[src/rtl/axil_pkg.sv]
// Shared constants and helpers for the AXI4-Lite register file.
// Response codes, a constant clog2 and the byte-offset width helper.
package axil_pkg;

    localparam logic [1:0] RESP_OKAY   = 2'b00;
    localparam logic [1:0] RESP_SLVERR = 2'b10;
    localparam logic [1:0] RESP_DECERR = 2'b11;

    function automatic int clog2(input int n);
        int r;
        r = 0;
        while ((1 << r) < n) r++;
        return r;
    endfunction

    // Number of byte-offset address bits for a DATA_W-bit word.
    function automatic int lsb_of(input int data_w);
        return clog2(data_w / 8);
    endfunction

endpackage

[src/rtl/axil_reg_array.sv]
// NUM_REGS x DATA_W register storage for the AXI4-Lite slave.
// Ports: clk, rst_n (async clear), byte-strobed write port
// (we/widx/wdata/wstrb), registered read port (re/rok/ridx -> rdata).
module axil_reg_array
    import axil_pkg::*;
#(
    parameter int DATA_W   = 32,
    parameter int NUM_REGS = 16,
    parameter int IDX_W    = 4
) (
    input  logic                clk,
    input  logic                rst_n,
    input  logic                we,
    input  logic [IDX_W-1:0]    widx,
    input  logic [DATA_W-1:0]   wdata,
    input  logic [DATA_W/8-1:0] wstrb,
    input  logic                re,
    input  logic                rok,
    input  logic [IDX_W-1:0]    ridx,
    output logic [DATA_W-1:0]   rdata
);

    localparam int NB = DATA_W / 8;

    logic [DATA_W-1:0] mem [NUM_REGS];

    // Read samples the old contents on the same edge as a write.
    always_ff @(posedge clk or negedge rst_n) begin
        if (!rst_n) begin
            for (int r = 0; r < NUM_REGS; r++) begin
                mem[r] <= '0;
            end
            rdata <= '0;
        end else begin
            if (we) begin
                for (int b = 0; b < NB; b++) begin
                    if (wstrb[b]) begin
                        mem[widx][b*8 +: 8] <= wdata[b*8 +: 8];
                    end
                end
            end
            if (re) begin
                rdata <= rok ? mem[ridx] : '0;
            end
        end
    end

endmodule

[src/rtl/axil_regfile_slave.sv]
// AXI4-Lite slave register file with independent AW/W capture,
// B and AR/R channels, decode errors and a write-commit pulse.
module axil_regfile_slave
    import axil_pkg::*;
#(
    parameter int DATA_W   = 32,
    parameter int ADDR_W   = 8,
    parameter int NUM_REGS = 16,
    localparam int IDX_W   = (NUM_REGS > 1) ? clog2(NUM_REGS) : 1
) (
    input  logic                s_axi_aclk,
    input  logic                s_axi_aresetn,
    input  logic                s_axi_awvalid,
    output logic                s_axi_awready,
    input  logic [ADDR_W-1:0]   s_axi_awaddr,
    input  logic                s_axi_wvalid,
    output logic                s_axi_wready,
    input  logic [DATA_W-1:0]   s_axi_wdata,
    input  logic [DATA_W/8-1:0] s_axi_wstrb,
    output logic                s_axi_bvalid,
    input  logic                s_axi_bready,
    output logic [1:0]          s_axi_bresp,
    input  logic                s_axi_arvalid,
    output logic                s_axi_arready,
    input  logic [ADDR_W-1:0]   s_axi_araddr,
    output logic                s_axi_rvalid,
    input  logic                s_axi_rready,
    output logic [DATA_W-1:0]   s_axi_rdata,
    output logic [1:0]          s_axi_rresp,
    output logic                wr_commit,
    output logic [IDX_W-1:0]    wr_index
);

    localparam int LSB  = lsb_of(DATA_W);
    localparam int AI_W = ADDR_W - LSB;
    localparam int NB   = DATA_W / 8;

    localparam logic [AI_W:0] NREG = (AI_W+1)'(NUM_REGS);

    logic [AI_W-1:0]   aw_idx;
    logic [AI_W-1:0]   ar_idx;
    logic [DATA_W-1:0] w_data;
    logic [NB-1:0]     w_strb;
    logic              aw_full;
    logic              w_full;

    logic aw_hs;
    logic w_hs;
    logic b_hs;
    logic ar_hs;
    logic r_hs;
    logic commit;
    logic aw_ok;
    logic ar_ok;
    logic aw_full_nxt;
    logic w_full_nxt;
    logic rvalid_nxt;
    logic unused_ok;

    assign ar_idx = s_axi_araddr[ADDR_W-1:LSB];

    assign aw_ok = {1'b0, aw_idx} < NREG;
    assign ar_ok = {1'b0, ar_idx} < NREG;

    assign aw_hs  = s_axi_awvalid & s_axi_awready;
    assign w_hs   = s_axi_wvalid & s_axi_wready;
    assign b_hs   = s_axi_bvalid & s_axi_bready;
    assign ar_hs  = s_axi_arvalid & s_axi_arready;
    assign r_hs   = s_axi_rvalid & s_axi_rready;
    assign commit = aw_full & w_full & ~s_axi_bvalid;

    // Byte-offset bits never affect decode.
    assign unused_ok = ^{s_axi_awaddr[LSB-1:0],
                         s_axi_araddr[LSB-1:0]};

    // Readies are the registered complement of the next-state
    // occupancy, so the first edge out of reset raises them.
    always_comb begin
        aw_full_nxt = aw_full;
        w_full_nxt  = w_full;
        rvalid_nxt  = s_axi_rvalid;
        if (aw_hs) aw_full_nxt = 1'b1;
        if (w_hs)  w_full_nxt  = 1'b1;
        if (b_hs) begin
            aw_full_nxt = 1'b0;
            w_full_nxt  = 1'b0;
        end
        if (ar_hs) begin
            rvalid_nxt = 1'b1;
        end else if (r_hs) begin
            rvalid_nxt = 1'b0;
        end
    end

    always_ff @(posedge s_axi_aclk or negedge s_axi_aresetn) begin
        if (!s_axi_aresetn) begin
            aw_full       <= 1'b0;
            w_full        <= 1'b0;
            aw_idx        <= '0;
            w_data        <= '0;
            w_strb        <= '0;
            s_axi_awready <= 1'b0;
            s_axi_wready  <= 1'b0;
            s_axi_arready <= 1'b0;
            s_axi_bvalid  <= 1'b0;
            s_axi_bresp   <= RESP_OKAY;
            s_axi_rvalid  <= 1'b0;
            s_axi_rresp   <= RESP_OKAY;
            wr_commit     <= 1'b0;
            wr_index      <= '0;
        end else begin
            aw_full       <= aw_full_nxt;
            w_full        <= w_full_nxt;
            s_axi_awready <= ~aw_full_nxt;
            s_axi_wready  <= ~w_full_nxt;
            s_axi_rvalid  <= rvalid_nxt;
            s_axi_arready <= ~rvalid_nxt;
            wr_commit     <= commit & aw_ok;

            if (aw_hs) begin
                aw_idx <= s_axi_awaddr[ADDR_W-1:LSB];
            end
            if (w_hs) begin
                w_data <= s_axi_wdata;
                w_strb <= s_axi_wstrb;
            end

            if (commit) begin
                s_axi_bvalid <= 1'b1;
                s_axi_bresp  <= aw_ok ? RESP_OKAY : RESP_DECERR;
            end else if (b_hs) begin
                s_axi_bvalid <= 1'b0;
            end

            if (commit && aw_ok) begin
                wr_index <= aw_idx[IDX_W-1:0];
            end

            if (ar_hs) begin
                s_axi_rresp <= ar_ok ? RESP_OKAY : RESP_DECERR;
            end
        end
    end

    axil_reg_array #(
        .DATA_W   (DATA_W),
        .NUM_REGS (NUM_REGS),
        .IDX_W    (IDX_W)
    ) u_regs (
        .clk   (s_axi_aclk),
        .rst_n (s_axi_aresetn),
        .we    (commit & aw_ok),
        .widx  (aw_idx[IDX_W-1:0]),
        .wdata (w_data),
        .wstrb (w_strb),
        .re    (ar_hs),
        .rok   (ar_ok),
        .ridx  (ar_idx[IDX_W-1:0]),
        .rdata (s_axi_rdata)
    );

endmodule

[config.mk]
export PLATFORM = sky130hd
export DESIGN_NAME = axil_regfile_slave
export DESIGN_NICKNAME = d
export VERILOG_FILES = /design/src/rtl/axil_pkg.sv /design/src/rtl/axil_reg_array.sv /design/src/rtl/axil_regfile_slave.sv
export SDC_FILE = /design/constraint.sdc
export NUM_CORES = 1
export LEC_CHECK = 0
export BUFFER_PORTS_ARGS = -buffer_cell sky130_fd_sc_hd__buf_2
export CAP_MARGIN = 20
export CORE_MARGIN = 2
export CORE_UTILIZATION = 30
export CTS_BUF_LIST = sky130_fd_sc_hd__clkbuf_8
export CTS_CLUSTER_SIZE = 8
export DETAILED_ROUTE_END_ITERATION = 12
export SYNTH_ARGS = -nofsm -noshare
export SYNTH_HDL_FRONTEND = slang
export SYNTH_SLANG_ARGS = --single-unit
[constraint.sdc]
create_clock -name s_axi_aclk -period 3.1 [get_ports s_axi_aclk]
set_clock_uncertainty 0.2 [all_clocks]
set_input_delay 0.62 -clock s_axi_aclk [delete_from_list [all_inputs] [get_ports s_axi_aclk]]
set_output_delay 0.62 -clock s_axi_aclk [all_outputs]
set_load 0.05 [all_outputs]
== Word-level counts from Yosys, hierarchy flattened ==
Index checks and enable logic that the tools add are counted.

* Bits in registers: 602
* Bits in latches: 0
* Memory bits (writable): 0
* Bits in read-only memories: 0
* Input bits: 59
* Output and inout port bits: 46
* Logic and storage cells: 86
* Memories kept: 0

* $add $sub $neg: 0
* $mul: 0
* Div/mod/pow operators: 0
* Order comparisons: 5
* Eq/ne operators: 0
* Shifts and indexed selects: 0
* Mux-type cells: 33
* Bitwise logic cells: 14
* Reduce and logical (&&, ||, !) cells: 3

{| class="wikitable"
|+ Operators by type and width
! kind !! number
|-
| $mux 512 || 7
|-
| $bwmux 512 || 4
|-
| $demux 32 s4 || 4
|-
| $bmux 32 s4 || 1
|-
| $mux 32 || 4
|-
| $mux 24 || 1
|-
| $mux 16 || 1
|-
| $lt 6x5->1 const B || 2
|-
| $ge 5x5->1 const B || 2
|-
| $not 4->5 || 2
|-
| $and 1x1->1 || 8
|-
| $mux 1 || 8
|-
| $mux 8 || 1
|-
| $lt 5x1->1 const B || 1
|-
| $mux 2 || 2
|-
| $not 1->1 || 4
|-
| $logic_and 1x1->1 || 2
|-
| $reduce_bool 2->1 || 1
|}

== Longest topological paths before layout ==
Gate-level depths: netlist of run 1.

* Depth after elaboration: 16
* Gate-level depth with buffers: 6

== Hierarchy ==
A second synthesis of run 1 with hierarchy kept.

* Cell total of the unflattened synthesis: 1939
* Area total of the unflattened synthesis: 26659.3 um^2

{| class="wikitable"
|+ By module, submodules not included
! module !! times used !! cells an instance !! area an instance (um^2) !! seq. area each (um^2)
|-
| axil_reg_array || 1 || 1808 || 24559.8 || 13613.1
|-
| axil_regfile_slave || 1 || 131 || 2099.5 || 1401.3
|}

== Least setup slack after synthesis of run 1 ==
OpenSTA, ideal clock, no wires.

* Kind: input port to flip-flop
* From: input port s_axi_araddr[2]
* To: register u_regs.rdata[16]
* Setup time: 142 ps
* Arrival: 1978 ps
* Setup slack: 780 ps
* Stages on the path: 6
* Path buffers: 3
* Cell sequence: buf_2 > buf_4 > buf_2 > mux4_2 > nand4_1 > o2111ai_1

* Cells in the longest elaborated chain, start to end: 5
* Elaborated cells between the ends (all ways): 6

{| class="wikitable"
|+ RTL lines
! element !! line !! text
|-
| start: declaration || axil_regfile_slave.sv:25 || <nowiki>input logic [ADDR_W-1:0] s_axi_araddr,</nowiki>
|-
| $not 4->5 (not written as such) || axil_reg_array.sv:43 || <nowiki>rdata <= rok ? mem[ridx] : '0;</nowiki>
|-
| $bmux 32 s4 || axil_reg_array.sv:43 ||
|-
| $mux 32 (not written as such) (2 in a row) || axil_reg_array.sv:43 ||
|-
| $mux 32 (*) || axil_reg_array.sv:43 ||
|-
| end signal: assignment || axil_reg_array.sv:43 ||
|-
| end: declaration || axil_reg_array.sv:20 || <nowiki>output logic [DATA_W-1:0] rdata</nowiki>
|}

Mark *: on every way between the ends. The rest lies on a longest branch, timed or not. The select of a mux whose other input is x is not followed.
A chain may end at the register's enable or synchronous reset.

== Worst setup path in the final report of run 1 ==
* From: register aw_idx[0]
* To: register u_regs.mem[479] in the netlist's numbering

* Cells in the longest elaborated chain, start to end: 13
* Elaborated cells between the ends (all ways): 22

{| class="wikitable"
|+ RTL lines
! element !! line !! text
|-
| start: declaration || axil_regfile_slave.sv:40 || <nowiki>logic [AI_W-1:0] aw_idx;</nowiki>
|-
| start signal: assignment || axil_regfile_slave.sv:121 || <nowiki>aw_idx <= s_axi_awaddr[ADDR_W-1:LSB];</nowiki>
|-
| $not 4->5 (not written as such) || axil_reg_array.sv:38 || <nowiki>mem[widx][b*8 +: 8] <= wdata[b*8 +: 8];</nowiki>
|-
| $demux 32 s4 || axil_reg_array.sv:38 ||
|-
| $bwmux 512 || axil_reg_array.sv:38 ||
|-
| $mux 512 || axil_reg_array.sv:37 || <nowiki>if (wstrb[b]) begin</nowiki>
|-
| $mux 512 || axil_reg_array.sv:35 || <nowiki>if (we) begin</nowiki>
|-
| $bwmux 512 || axil_reg_array.sv:38 ||
|-
| $mux 512 || axil_reg_array.sv:37 ||
|-
| $mux 512 || axil_reg_array.sv:35 ||
|-
| $bwmux 512 || axil_reg_array.sv:38 ||
|-
| $mux 512 || axil_reg_array.sv:37 ||
|-
| $mux 512 || axil_reg_array.sv:35 ||
|-
| $bwmux 512 || axil_reg_array.sv:38 ||
|-
| $mux 512 || axil_reg_array.sv:37 ||
|-
| end signal: indexed assignment || axil_reg_array.sv:38 ||
|-
| end: declaration || axil_reg_array.sv:25 || <nowiki>logic [DATA_W-1:0] mem [NUM_REGS];</nowiki>
|}

Parallel ways exist; a longest one is shown, timed or not. The select of a mux whose other input is x is not followed.

==> impl_summary.txt, run 1 <==
----------------------------------------------------
[Setup path]
  Required time worst endpoint ... 3.49 ns
  Critical-path maximum fanout ... 18
  Reg-to-reg endpoint ... u_regs.mem[479]
  Critical setup path kind ... flop to flop
  Worst endpoint data arrival time ... 3.23 ns
  Cell type of the slowest stage on the worst timing path ... dfrtp_1
  CP Launch Type ... flop
  Count of buffering cells on the critical path with inverters included ... 0
  Setup crit end kind ... flop
  Largest delay contributor family on the critical path ... simple AND/OR/NAND/NOR gates
  Worst path max stage delay ... 0.86 ns
  Critical R2R Launch ... aw_idx[0]
  Sequence of cells on the critical path ... nor4b_4, nand4_2, mux2_2
  Reg2reg setup slack ... 0.26 ns
  Depth of the most critical reg-to-reg path ... 3

[Pwr]
  Pwr/cell area ... 837.7 mW/mm^2
  Internal Pwr Total ... 0.01875 W
  Switching part of the total ... 32.01%
  Combinational fraction of design power ... 24.2%
  Worst IR Drop VDD ... 0.7411 mV
  Clock group share of total power ... 28.8%
  Part of the total power dissipated in sequential elements ... 47.0%
  Leak Pwr ... 15.95 nW
  Psw ... 0.008826 W

[Timing]
  Relative slew slack ... 44.30%
  Total Negative Setup Slacks ... 0 ns
  Final Hold Fails ... 0
  Pins over their slew limit ... 0
  Minimum clock period after layout ... 2.844 ns
  Worst setup slack after layout ... 0.2560 ns
  Worst-margin pin slew ... 0.8355 ns
  Peak Freq ... 351.6 MHz
  Post-route clock period utilization ... 91.74%
  Unrepaired setup endpoints after global routing ... false
  Setup violators final ... 0

[Die]
  Core Region ... 0.09291 sq mm
  Die extent in y ... 309.6 microns
  Starting density of the core ... 30.16%
  Die outline area ... 0.09588 sq mm
  Width of the die ... 309.6 microns
  Top-level port count ... 105
  Number of rows in the core area ... 112

[Synth]
  Synth Area per Inst ... 16.64 sq um
  Async S/R FF share, synth ... 100.0%
  Area of the mapped netlist ... 0.02802 sq mm
  Distinct cell type count of the synthesized netlist ... 33
  Main area contributors after synthesis ... dfrtp_1 54%, mux2_2 18%, mux4_2 10%, mux2_4 5.1%, nand4_4 3.3%
  FF+latch count, synth ... 600
  Synth warn ... 0
  Number of instances in the synthesized netlist ... 1,684
  Sequential cell area fraction in the yosys report ... 53.58%
  Synth area leader ... dfrtp_1
  Net count after synthesis ... 1,743
  Synth top area share ... 53.58%
  EDFF count, synth ... 0
  Top_reg_cell synth ... dfrtp_1

[GRT]
  Total routing resource utilization after global routing ... 15.10%
  Global route overflow ... 0
  Antenna violations before repair ... 1
  Wire length of the first global-routing pass ... 110,000 microns
  Vias in the first global route ... 17,520
  Largest net degree at the start of global routing ... 122

[CTS]
  H-Tree Depth ... 3
  Number of sinks on the clock net ... 600
  CTS Buffer Depth ... 3
  TritonCTS clock tree ... yes
  CTS Root Cell ... clkbuf_8
  Insertion delay to the later sink of the worst-skew pair ... 0.73 ns
  Number of buffers added by the clock tree synthesis step ... 106
  Clock-pin slew on the worst setup and hold paths ... 0.06 ns

[Layout]
  Design Area, Final ... 0.03292 sq mm
  Share of post-route cells with drive strength above 1 ... 55.08%
  Share of the core filled with cells ... 35.43%
  Area overhead of the layout relative to synthesis ... 17.46%
  Area of the multi-input gates ... 0.01227 sq mm
  Register area ... 0.01501 sq mm
  Number of nets in the finished design ... 1,922
  Count of filler cells inserted in the layout ... 8,730

[Place]
  Detailed-placement wirelength estimate ... 44,010 microns
  Setup Slack @ Placement ... 0.2546 ns
  Placer Congestion ... 0.7387
  Number of buffers inserted by port buffering ... 100
  Post-detailed-placement cell area ... 0.03009 sq mm

[Job]
  Maximum Capacitance Violations ... 0

[Drt]
  Avg Vias per Cell ... 4.950
  Number of design-rule violations left by the first detailed-router iteration ... 812
  Detailed-routing iteration count for the pre-antenna-repair pass ... 4
  Via count ... 15,870
  Routed wire per std cell ... 22.07 microns
  Number of nets still failing antenna checks after routing ... 0
  Final routed DRC violation total ... 0
  Post-detailed-routing wire length ... 70,760 microns

[Hold path]
  Worst hold path class ... input pin to async pin

[Outcome]
  Result of the run ... finished, final reports clean

----------------------------------------------------
==> area by class of cell <==
class                   count  area share, %
clock inverters            57          1.361
clock buffers             138          5.770
repair buffers            206          5.128
diodes                      2        0.01520
inverters                   6        0.06842
multi-input cells         943          37.28
flip-flops and latches    600          45.61
well taps                1254          4.767
==> metal layers <==
layer / share of wire (%) / GRT usage (%)
met2: 48 / 24.71
met3: 4.3 / 2.910
met5: 0 / 0
met4: 2.7 / 5.272
met1: 45 / 20.02
==> worst register-to-register path: stages, from the launching register on <==
cell and delay [ns]:
dfrtp_1 0.86, nor4b_4 0.62, nand4_2 0.56, mux2_2 0.47
==> what timing repair did <==
item	CTS	global route
resized for setup	0	0
buffers inserted	0	0
hold endpoints to repair	160	0
hold buffers	47	0
==> flip-flops by register name, indices dropped and copies added (netlist names) <==
name	cells
s_axi_awready	1
u_regs.rdata	32
wr_index	4
w_data	32
aw_full	1
s_axi_bresp	1
s_axi_rresp	1
s_axi_arready	1
aw_idx	6
w_strb	4
s_axi_rvalid	1
u_regs.mem	512
wr_commit	1
w_full	1
s_axi_bvalid	1
s_axi_wready	1
==> synthesized netlist by cell type (2+ instances only) <==
| cell | n |
|---|---|
| dfrtp_1 | 600 |
| mux2_2 | 453 |
| mux4_2 | 128 |
| mux2_4 | 96 |
| clkbuf_1 | 75 |
| nand4_4 | 44 |
| nand2_1 | 36 |
| mux2i_1 | 32 |
| nand4_1 | 32 |
| nand4b_1 | 32 |
| o2111ai_1 | 32 |
| buf_4 | 21 |
| nand4_2 | 20 |
| buf_6 | 17 |
| buf_2 | 16 |
| mux2_1 | 9 |
| and4bb_1 | 6 |
| inv_1 | 6 |
| buf_1 | 5 |
| and4b_1 | 4 |
| nor4b_4 | 4 |
| o21ai_0 | 3 |
| nor2_1 | 2 |
| o21a_1 | 2 |
==> stage by stage <==
step,hold slack [ns],std cells,power (W)
2_1_floorplan,0.1244,1684,0.01780
3_3_place_gp,0.2677,2962,0.01919
3_5_place_dp,0.2763,2962,0.01980
4_1_cts,0.1645,3204,0.02791
5_1_grt,0.1968,3205,0.02907
6_report,0.2106,3206,0.02757
==> power by group through the flow <==
stage | combinational [W] | clock (W) | sequential, W
2_1_floorplan | 0.00582 | 0 | 0.0120
3_3_place_gp | 0.00648 | 0 | 0.0127
3_5_place_dp | 0.00672 | 0 | 0.0131
4_1_cts | 0.00679 | 0.00817 | 0.0130
5_1_grt | 0.00715 | 0.00853 | 0.0134
6_report | 0.00668 | 0.00795 | 0.0129
==> cells in the final DEF, fill, tap and decap left out, types with 2 or more instances in the layout <==
| cell | n |
|---|---|
| clkinvlp_4 | 4 |
| mux2_2 | 453 |
| mux2i_1 | 32 |
| buf_4 | 41 |
| bufinv_16 | 7 |
| buf_12 | 20 |
| nand4_2 | 20 |
| dlygate4sd3_1 | 47 |
| clkbuf_8 | 139 |
| mux4_2 | 128 |
| and4b_1 | 4 |
| nand4_4 | 44 |
| nor4b_4 | 4 |
| clkinv_2 | 12 |
| o21a_1 | 2 |
| o2111ai_1 | 32 |
| nand2_1 | 35 |
| mux2_1 | 9 |
| dfrtp_1 | 600 |
| mux2_4 | 96 |
| nand4_1 | 32 |
| diode_2 | 2 |
| buf_2 | 96 |
| and4bb_1 | 6 |
| inv_1 | 38 |
| nand4b_1 | 32 |
| o21ai_0 | 3 |
==> worst max path at each step <==
stage,start,end,slack [ns],depth (start not counted)
5_1_grt,aw_idx[0],u_regs.mem[479],0.19,3
2_1_floorplan,s_axi_araddr[2],u_regs.rdata[16],0.78,6
6_report,aw_idx[0],u_regs.mem[479],0.26,3
3_5_place_dp,aw_idx[0],u_regs.mem[476],0.25,3
4_1_cts,aw_idx[0],u_regs.mem[479],0.24,3
3_3_place_gp,aw_idx[2],u_regs.mem[379],0.46,3
==> cells by family (layout without fill, tap and decap cells) <==
kind of cell	count (synthesis)	count (layout)	share of synthesized area [%]
buffers and inverters	141	407	2.701
AO/OA/AOI/OAI	39	39	1.152
flip-flops	600	600	53.58
multiplexers	718	718	35.14
other	0	2	0
AND/OR/NAND/NOR	186	186	7.434
(Power assumes the default switching activity.)
==> run 2, diff against run 1 <==
--- a/config.mk
+++ b/config.mk
@@ -12,6 +12,7 @@
 export CTS_BUF_LIST = sky130_fd_sc_hd__clkbuf_8
 export CTS_CLUSTER_SIZE = 8
 export DETAILED_ROUTE_END_ITERATION = 12
+export PLACE_DENSITY_LB_ADDON = 0.2
 export SYNTH_ARGS = -nofsm -noshare
 export SYNTH_HDL_FRONTEND = slang
 export SYNTH_SLANG_ARGS = --single-unit
==> run 2 against run 1 <==
Effect of this change: die area unchanged; global-route usage up 0.81 points; cell area up 0.38%; final cell count up 1.1%; hold slack better by 0.0062 ns; worst setup slack better by 0.10 ns; first-iteration DRC count down 9.5%; register-to-register slack better by 0.10 ns; flip-flop and latch count unchanged; maximum frequency up 3.6%; critical endpoint is now u_regs.mem[219]; largest cell class unchanged; largest power group unchanged; highest routed layer unchanged.
==> impl_summary.txt, run 2 (same netlist as run 1, synthesis figures left out) <==
----------------------------------------------------
[Setup path]
  Reg2reg setup slack ... 0.36 ns (was 0.26 ns)
  Critical R2R Launch ... aw_idx[3] (was aw_idx[0])
  Critical setup path kind ... flop to flop (unchanged)
  Required time worst endpoint ... 3.49 ns (about the same)
  Worst endpoint data arrival time ... 3.13 ns (was 3.23 ns)
  Sequence of cells on the critical path ... and4bb_1, nand4_4, mux2_2 (was nor4b_4, nand4_2, mux2_2)
  Cell type of the slowest stage on the worst timing path ... dfrtp_1 (unchanged)
  Reg-to-reg endpoint ... u_regs.mem[219] (was u_regs.mem[479])
  Worst path max stage delay ... 0.87 ns (was 0.86 ns)
  Depth of the most critical reg-to-reg path ... 3 (unchanged)
  Critical-path maximum fanout ... 19 (was 18)
  CP Launch Type ... flop (unchanged)
  Setup crit end kind ... flop (unchanged)

[CTS]
  H-Tree Depth ... 3 (unchanged)
  Number of sinks on the clock net ... 600 (unchanged)
  CTS Buffer Depth ... 3 (unchanged)
  Insertion delay to the later sink of the worst-skew pair ... 0.72 ns (was 0.73 ns)
  Clock-pin slew on the worst setup and hold paths ... 0.06 ns (about the same)
  TritonCTS clock tree ... yes (unchanged)
  Buffers inserted during post-CTS setup optimization ... 0 (unchanged)
  CTS Root Cell ... clkbuf_8 (unchanged)
  Number of buffers added by the clock tree synthesis step ... 110 (was 106)

[Pwr]
  Worst IR Drop VDD ... 0.7269 mV (was 0.7411 mV)
  Power, Total ... 0.02710 W (was 0.02757 W)
  Pwr/cell area ... 820.3 mW/mm^2 (was 837.7 mW/mm^2)
  Leak Pwr ... 16.08 nW (was 15.95 nW)

[Timing]
  Total Negative Setup Slacks ... 0 ns (unchanged)
  Pins over their slew limit ... 0 (unchanged)
  Post-route clock period utilization ... 88.52% (was 91.74%)
  Worst-margin pin slew ... 1.058 ns (was 0.8355 ns)
  Unrepaired setup endpoints after global routing ... false (unchanged)
  Relative slew slack ... 29.49% (was 44.30%)
  Setup violators final ... 0 (unchanged)
  Final Hold Fails ... 0 (unchanged)
  Minimum clock period after layout ... 2.744 ns (was 2.844 ns)
  Peak Freq ... 364.4 MHz (was 351.6 MHz)

[GRT]
  Wire length of the first global-routing pass ... 114,200 microns (was 110,000 microns)
  GRT met1 Usage ... 21.68% (was 20.02%)
  Largest net degree at the start of global routing ... 88 (was 122)
  Antenna violations before repair ... 1 (unchanged)
  Global routing's busiest layer ... met2 (unchanged)
  Routing usage on met3 ... 2.691% (was 2.910%)
  Global route overflow ... 0 (unchanged)
  Global routing met2 resource utilization ... 25.42% (was 24.71%)
  Total routing resource utilization after global routing ... 15.91% (was 15.10%)
  Vias in the first global route ... 17,480 (was 17,520)

[Layout]
  Register area ... 0.01501 sq mm (unchanged)
  Share of post-route cells with drive strength above 1 ... 55.04% (was 55.08%)
  Number of nets in the finished design ... 1,958 (was 1,922)
  Commonest cells after routing, fill and taps aside ... 600 x dfrtp_1, 453 x mux2_2, 129 x clkbuf_8, 128 x mux4_2 (was 600 x dfrtp_1, 453 x mux2_2, 139 x clkbuf_8, 128 x mux4_2)
  Leading registers by flop count ... u_regs.mem x512, u_regs.rdata x32, w_data x32 (unchanged)
  Register containing the most flip-flops in the final layout ... u_regs.mem (unchanged)
  Area of the multi-input gates ... 0.01227 sq mm (about the same)
  Count of filler cells inserted in the layout ... 8,844 (was 8,730)
  Flip-flop count of the largest register after layout ... 512 (unchanged)
  Area overhead of the layout relative to synthesis ... 17.90% (was 17.46%)
  Most common cell after layout, fill and taps aside ... dfrtp_1 (unchanged)

[Die]
  Die outline area ... 0.09588 sq mm (unchanged)
  Die extent in y ... 309.6 microns (unchanged)
  Top-level port count ... 105 (unchanged)
  Number of rows in the core area ... 112 (unchanged)
  Starting density of the core ... 30.16% (unchanged)
  Width of the die ... 309.6 microns (unchanged)
  Core Region ... 0.09291 sq mm (unchanged)

[Drt]
  Final routed DRC violation total ... 0 (unchanged)
  Via count ... 15,930 (was 15,870)
  Post-detailed-routing wire length ... 74,610 microns (was 70,760 microns)
  Number of design-rule violations left by the first detailed-router iteration ... 735 (was 812)
  Avg Vias per Cell ... 4.917 (was 4.950)
  Routed wire per std cell ... 23.03 microns (was 22.07 microns)
  Detailed-routing iteration count for the pre-antenna-repair pass ... 6 (was 4)
  Number of nets still failing antenna checks after routing ... 0 (unchanged)

[Place]
  Placer Congestion ... 0.7098 (was 0.7387)
  Number of buffers inserted by port buffering ... 100 (unchanged)
  Detailed-placement wirelength estimate ... 45,620 microns (was 44,010 microns)

[Outcome]
  Result of the run ... finished, final reports clean (unchanged)

[Job]
  Maximum Capacitance Violations ... 0 (unchanged)

[Hold path]
  Worst hold path class ... input pin to async pin (unchanged)

----------------------------------------------------
-- run 2: cell count changes in the layout (fill, tap and decap cells not counted), moves of 3 or more --
cell	before	now
clkbuf_8	139	129
bufinv_16	7	4
inv_6	0	3
clkinv_2	12	9
buf_12	20	24
buf_4	41	68
inv_1	38	54
-- run 2: metal layers --
layer	share of wire, %	up-vias
met3	5.0	129
met1	45	8562
met4	3.0	0
li1	-	6922
met5	0	-
met2	47	317
-- run 2: worst max-delay path by stage --
stage,from,to,cells past startpoint
finish,aw_idx[3],u_regs.mem[219],3
global route,aw_idx[1],u_regs.mem[421],3
CTS,aw_idx[3],u_regs.mem[219],3
detailed placement,aw_idx[3],u_regs.mem[219],3
global placement,aw_idx[1],u_regs.mem[419],3
floorplan,s_axi_araddr[2],u_regs.rdata[16],6
-- run 2: worst max-delay path: cells and delay by family (launching register included) --
kind | cells | cell delay, ns
flip-flops | 1 | 0.87
multiplexers | 1 | 0.44
AND/OR/NAND/NOR | 2 | 1.08
-- run 2: per-stage QoR --
| step | utilization, % | cells | hold slack [ns] | instance area (sq um) | setup WS, ns |
|---|---|---|---|---|---|
| 5_1_grt | 35.56 | 3239 | 0.2088 | 33040 | 0.2512 |
| 4_1_cts | 35.56 | 3238 | 0.1412 | 33040 | 0.3567 |
| 3_5_place_dp | 32.71 | 2994 | 0.2754 | 30390 | 0.4043 |
| 6_report | 35.56 | 3240 | 0.2169 | 33040 | 0.3560 |
| 3_3_place_gp | 32.71 | 2994 | 0.2694 | 30390 | 0.3963 |
| 2_1_floorplan | - | 1684 | 0.1244 | 28020 | 0.7803 |
-- run 2: what timing repair did --
item / in CTS / in global routing
resized for setup: 0 / 0
hold buffers: 47 / 0
hold endpoints to repair: 109 / 0
-- run 2: area by class of cell --
class                           count  area share [%]
Antenna cell                        2         0.01515
Clock buffer                      128           5.332
Clock inverter                     69           1.250
Inverter                            6         0.06816
Multi-Input combinational cell    943           37.15
Sequential cell                   600           45.44
Tap cell                         1254           4.749
Timing Repair Buffer              238           5.998
-- run 2: report_power, final --
| part | internal (W) | total, W | switching [W] | leakage [nW] |
|---|---|---|---|---|
| logic | 0.00379 | 0.00668 | 0.00289 | 6.60 |
| clock network | 0.00407 | 0.00747 | 0.00339 | 1.29 |
| registers | 0.0104 | 0.0130 | 0.00254 | 8.19 |
| total | 0.0183 | 0.0271 | 0.00882 | 16.1 |
